File: src/rtl/axis_2_fifo_packer.sv
// Packs PACK_RATIO AXI-Stream beats into one wide FIFO word, optionally tagged
// with {last, first-beat user, lane count - 1}. A tlast beat flushes a partial word.
module axis_2_fifo_packer #(
    parameter int AXIS_DATA_WIDTH = 32,
    parameter int PACK_RATIO      = 2,
    parameter int STORE_META      = 1,
    localparam int CNT_W           = (PACK_RATIO > 1) ? $clog2(PACK_RATIO) : 1,
    localparam int META_W          = (STORE_META != 0) ? (2 + CNT_W) : 0,
    localparam int FIFO_DATA_WIDTH = AXIS_DATA_WIDTH * PACK_RATIO + META_W
) (
    input  logic                       i_clk,
    input  logic                       i_rst_n,
    input  logic                       i_axis_tuser,
    input  logic                       i_axis_tvalid,
    output logic                       o_axis_tready,
    input  logic                       i_axis_tlast,
    input  logic [AXIS_DATA_WIDTH-1:0] i_axis_tdata,
    output logic [FIFO_DATA_WIDTH-1:0] o_fifo_data,
    output logic                       o_fifo_w_stb,
    input  logic                       i_fifo_not_full,
    output logic [31:0]                o_word_count,
    output logic [15:0]                o_pkt_count,
    output logic                       o_busy
);

    localparam int                DATA_W    = AXIS_DATA_WIDTH * PACK_RATIO;
    localparam logic [CNT_W-1:0]  LAST_LANE = CNT_W'(PACK_RATIO - 1);

    logic [CNT_W-1:0]           lane_idx;
    logic [DATA_W-1:0]          acc;
    logic [DATA_W-1:0]          word_data;
    logic                       user_q;
    logic                       user_sel;
    logic                       out_valid;
    logic                       out_last;
    logic [FIFO_DATA_WIDTH-1:0] out_word;
    logic [FIFO_DATA_WIDTH-1:0] next_word;
    logic [31:0]                word_count;
    logic [15:0]                pkt_count;
    logic                       accept;
    logic                       complete;
    logic                       strobe;

    // Handshake: a beat transfers on any edge where tvalid & tready; tready depends
    // only on reset, the output register and not_full, never on tvalid/tlast.
    // The FIFO write happens in every cycle o_fifo_w_stb is high.
    assign o_axis_tready = i_rst_n & (~out_valid | i_fifo_not_full);
    assign strobe        = i_rst_n & out_valid & i_fifo_not_full;
    assign accept        = i_axis_tvalid & o_axis_tready;
    assign complete      = accept & ((lane_idx == LAST_LANE) | i_axis_tlast);
    assign user_sel      = (lane_idx == '0) ? i_axis_tuser : user_q;

    // Lanes above lane_idx are still zero because the accumulator clears on completion.
    always_comb begin
        word_data = acc;
        word_data[lane_idx * AXIS_DATA_WIDTH +: AXIS_DATA_WIDTH] = i_axis_tdata;
    end

    generate
        if (STORE_META != 0) begin : g_meta
            assign next_word = {i_axis_tlast, user_sel, lane_idx, word_data};
        end else begin : g_no_meta
            assign next_word = word_data;
        end
    endgenerate

    always_ff @(posedge i_clk) begin
        if (!i_rst_n) begin
            lane_idx   <= '0;
            acc        <= '0;
            user_q     <= 1'b0;
            out_valid  <= 1'b0;
            out_last   <= 1'b0;
            out_word   <= '0;
            word_count <= '0;
            pkt_count  <= '0;
        end else begin
            if (accept) begin
                if (lane_idx == '0) begin
                    user_q <= i_axis_tuser;
                end
                if (complete) begin
                    lane_idx <= '0;
                    acc      <= '0;
                end else begin
                    lane_idx <= lane_idx + CNT_W'(1);
                    acc      <= word_data;
                end
            end

            // A completion on a strobe edge reloads the register with no bubble.
            if (complete) begin
                out_word  <= next_word;
                out_last  <= i_axis_tlast;
                out_valid <= 1'b1;
            end else if (strobe) begin
                out_valid <= 1'b0;
            end

            if (strobe) begin
                word_count <= word_count + 32'd1;
                if (out_last) begin
                    pkt_count <= pkt_count + 16'd1;
                end
            end
        end
    end

    assign o_fifo_data  = out_word;
    assign o_fifo_w_stb = strobe;
    assign o_word_count = word_count;
    assign o_pkt_count  = pkt_count;
    assign o_busy       = (lane_idx != '0) | out_valid;

endmodule
File: config.mk
export PLATFORM = sky130hd
export DESIGN_NAME = axis_2_fifo_packer
export DESIGN_NICKNAME = d
export VERILOG_FILES = /design/src/rtl/axis_2_fifo_packer.sv
export SDC_FILE = /design/constraint.sdc
export NUM_CORES = 1
export LEC_CHECK = 0
export BUFFER_PORTS_ARGS = -buffer_cell sky130_fd_sc_hd__buf_2
export CORE_MARGIN = 2
export CORE_UTILIZATION = 25
export CTS_BUF_LIST = sky130_fd_sc_hd__clkbuf_16
export CTS_CLUSTER_DIAMETER = 80
export CTS_CLUSTER_SIZE = 10
export DETAILED_ROUTE_END_ITERATION = 7
export GPL_TIMING_DRIVEN = 0
export PLACE_DENSITY = 0.52
export SLEW_MARGIN = 20
export SYNTH_ARGS = -nofsm -noshare
export SYNTH_HDL_FRONTEND = slang
export SYNTH_SLANG_ARGS = --single-unit
File: constraint.sdc
create_clock -name i_clk -period 4 [get_ports i_clk]
set_input_delay 0.6 -clock i_clk [delete_from_list [all_inputs] [get_ports i_clk]]
set_output_delay 0.6 -clock i_clk [all_outputs]
set_load 0.05 [all_outputs]
After elaboration in Yosys (flattened, before gate mapping):

Index checks and enable logic that the tools add are counted.

* output and inout port bits: 118
* register bits: 183
* bits of input ports: 38
* logic and storage cells: 31

* shifts and indexed selects: 2
* add/subtract/negate cells: 4
* bitwise gates (word level): 9
* reductions and logical operators: 2
* multiplexer cells: 6

Operator list (count)
* $bwmux W64: 1
* $mux W64: 1
* $shift A32 B34 Y64 const A: 1
* $shiftx A32 B34 Y64: 1
* $neg A6 Y34: 1
* $add A32 B1 Y32 const B: 1
* $add A16 B1 Y16 const B: 1
* $and A1 B1 Y1: 5
* $mux W1: 4
* $or A1 B1 Y1: 3
* $reduce_and A2 Y1: 1
* $reduce_bool A2 Y1: 1
* $add A1 B1 Y1 const B: 1
* $not A1 Y1: 1

Logic depth before layout (Yosys ltp):

* depth after elaboration: 6
* gate-level depth with buffers: 8
* mapped depth without buffers: 5

Worst setup path after synthesis:

Ideal clock, no wire load.

* kind: in2out
* start point: in i_rst_n
* end point: out o_axis_tready
* arrival: 1.968 ns
* path buffers: 3
* data required time: 3.400 ns
* setup slack: 1.432 ns
* cell stages on the path: 5
* cell sequence: buf_4 clkinv_1 clkbuf_1 buf_1 nor2_1

* word-level cells in the longest chain between the ends: 1

RTL lines
* from (decl): RTL line 12 `input logic i_rst_n,`
* $and A1 B1 Y1: RTL line 47 `assign o_axis_tready = i_rst_n & (~out_valid | i_fifo_not_full);`
* to (decl): RTL line 15 `output logic o_axis_tready,`

Every way passes these cells.

Worst setup path in the final report:

* start point: reg lane_idx
* end point: out o_busy

* word-level cells in the longest chain between the ends: 1

RTL lines
* from (decl): RTL line 29 `logic [CNT_W-1:0] lane_idx;`
* from (signal assigned): RTL line 86 `lane_idx <= lane_idx + CNT_W'(1);`
* $or A1 B1 Y1: RTL line 113 `assign o_busy = (lane_idx != '0) | out_valid;`
* to (decl): RTL line 23 `output logic o_busy`

Every way passes these cells.

==> summary.md <==
| Metric | Value |
|---|---|
| Peak supply drop | 0.258 mV |
| Initial antenna violation count | 1 |
| Flops & latches, synth | around 180 |
| Cell taking the most area after synthesis | dfxtp_1 |
| Final Skew | 0.0155 ns |
| Endpoint class of the critical path | output port |
| R2r setup slk | 1.21 ns |
| Post-synth net total | 833 |
| Reg2Reg Launch Point | out_valid |
| Ys flop type | dfxtp_1 |
| R2R depth | 7 |
| # DRC | 0 |
| CTS buffer count | 17 |
| Layout area overhead | 25.8% |
| Max-Slew Margin vs Limit | 0.402 |
| RSZ-0062 raised after global routing | false |
| Status | complete, no violations |
| Core box area | 28600 um^2 |
| Yosys warning total | 0 |
| Arr. time, crit path | 2.43 ns |
| Setup WS pre-CTS | approximately 0.9 ns |
| RD Place Congestion | between 0.7 and 0.8 |
| CP Class | reg2out |
| H-Tree Depth | 4 |
| Post-Layout Inst Area | 9100 um^2 |
| Mapped Avg Cell Area | 9.13 um^2 |
| Final Cycle Share | 0.756 |
| I/O Pins | 156 |
| Commonest non-fill, non-tap cell in the layout | dfxtp_1 |
| Internal cell power | ~3.0 mW |
| Router iterations before antenna repair | 4 |
| Max-cap viol count | 0 |
| Number of global-route vias before repair | 5770 |
| Sw Ratio | 0.284 |
| Tightest Pin Transition | a little under 0.9 ns |
| Startpoint Class | flop |
| WHS Path Cells | 3 |
| Leak pwr | 3.46 nW |
| DR vias | about 6300 |
| CTS tree | done |
| Hold Crit Start | i_axis_tdata[30] |
| Hold Path End | acc[30] |
| Post-synth EDFFs | 0 |
| First-pass GRT wire length | 34.1 mm |
| DRT antenna net count | 0 |
| Nets | 1005 |
| Post-cts sizing count | 0 |
| Fin. Hold Viols | 0 |
| Clk buf depth | 2 |
| Largest net degree at the start of global routing | 18 |
| Total wire length | 22.0 mm |
| CTS Hold Bufs | 0 |
| Starting Density | 0.253 |
| TNS Setup | 0 ns |
| Register area share after synthesis | 0.503 |
| Standard-cell rows | 62 |
| Dpl hpwl | 16.0 mm |
| # diodes | 0 |
| Via/cell ratio | 4.61 |
| Top post-synthesis cells by area | dfxtp_1 (50%), mux2i_1 (7.5%), a211oi_1 (5.1%) |
| Hold WC Path Type | in2reg |
| DIE AREA | 30300 um^2 |
| GR Overflow Total | 0 |
| Iter 0 DRT Violations | 271 |
| Tot GR Track Use | 0.145 |
| Crit Path Max Fanout | 10 |
| Comb power frac | 0.116 |
| Setup Viol. Count Final | 0 |
| Max Slew Vio Count | 0 |
| Clock Sinks | 182 |
| IO Port Bufs | 153 |
| Synthesized cell area | 7240 um^2 |
| Post-synth cell types | 39 |
| Post-DR wirelength/cell | roughly 16 um |
| Die width | about 170 um |
| Synth top area share | 0.503 |
| Design Power | ~4.2 mW |
| Dpl cell area | 8490 um^2 |
| Root Buffer | clkbuf_16 |
| Sw Pwr | 1.19 mW |
| Cells after Synth | 793 |
| RR Endpoint | acc[62] |
| Worst EP required | between 3 and 4 ns |
| Clk pwr share | 0.431 |
| Later-pin clock latency in the skew report | 0.43 ns |
| CTS clk-pin slew, worst paths | approximately 0.080 ns |
| Fraction of layout cells with a size suffix above 1 | 0.197 |
| Postcts setup bufs | 0 |
| Worst Setup SP | lane_idx |
| Reg power frac | 0.453 |
| Pwr per Cell Area | 460 nW/um^2 |
| Most frequent cells in the layout | dfxtp_1 (182), buf_2 (156), nor2_1 (74), nand2_1 (74), a21oi_1 (56) |
| Asr flop ratio synth | 0 |
| Smallest hold slack | between 0.4 and 0.5 ns |
| Setup ws final | 0.974 ns |
| Max Freq | 0.331 GHz |
| Height of the die | 174 um |
| Clock period minus worst slack | 3.03 ns |
[synth_stat cells (2+ instances only)]
master     number
dfxtp_1       182
nand2_1        74
nor2_1         74
a21oi_1        56
mux2i_1        54
a211oi_1       49
nand3_1        44
clkbuf_1       41
and2_1         32
o21ai_0        20
nor2b_1        17
o2bb2ai_1      15
xnor2_1        14
or3_1          12
nor4_1         11
buf_1          10
nand4_1        10
o31ai_1        10
or4_1          10
and4_1          7
xor2_1          7
and3_1          6
nand2b_1        6
nor3_1          6
inv_1           5
buf_4           4
buf_2           3
ha_1            2
o21ai_1         2
[worst max path at each step]
stage | to
after floorplan | o_axis_tready
after global placement | o_fifo_data[58]
after detailed placement | o_fifo_data[58]
after CTS | o_busy
after global routing | o_busy
final | o_busy
[per-layer routing]
layer	part of all wire	track usage
met5	0.00059	0
met3	0.052	0.0330
met4	0.0092	0.0375
met1	0.48	0.198
met2	0.46	0.232
[power by group through the flow]
stage / Sequential, mW / Combinational, mW / Clock, mW
final: 1.90 / 0.488 / 1.81
after floorplan: 2.07 / 0.200 / 0
after detailed placement: 1.94 / 0.495 / 0
after global placement: 1.94 / 0.493 / 0
after global routing: 1.90 / 0.527 / 1.94
after CTS: 1.90 / 0.496 / 1.86
[flip-flops by register name (all words and copies together) (netlist names)]
name,cells
o_fifo_data,66
out_last,1
acc,64
out_valid,1
user_q,1
o_pkt_count,16
o_word_count,32
lane_idx,1
[cell families (layout without fill, tap and decap cells)]
family                   Yosys count  in the layout  synth area share
AO/OA/AOI/OAI                    155            155             0.137
XOR/XNOR                          21             21            0.0254
adder cells (fa/ha/maj)            2              2           0.00346
buffers and inverters             64            249            0.0358
flip-flops                       182            182             0.503
multiplexers                      55             55            0.0762
AND/OR/NAND/NOR                  314            314             0.219
[critical path, stage by stage (launching register included)]
cell      delay (ns)
dfxtp_1         0.31
clkbuf_1        0.21
clkbuf_1        0.49
clkbuf_1        0.51
or2_2           0.20
buf_2           0.27
[layout make-up]
class,count,area (um^2)
sequential,182,3640
tap,384,480
inverter,6,22.5
multi-input combinational,547,3340
clock inverter,15,193
buffer,58,236
clock buffer,17,425
fill,3051,19500
timing repair buffer,153,766
[through the flow]
step | utilization | instances
2_1_floorplan | - | 793
3_3_place_gp | 0.296 | 1330
3_5_place_dp | 0.296 | 1330
4_1_cts | 0.318 | 1362
5_1_grt | 0.318 | 1362
6_report | 0.318 | 1362
(Power assumes the default switching activity.)
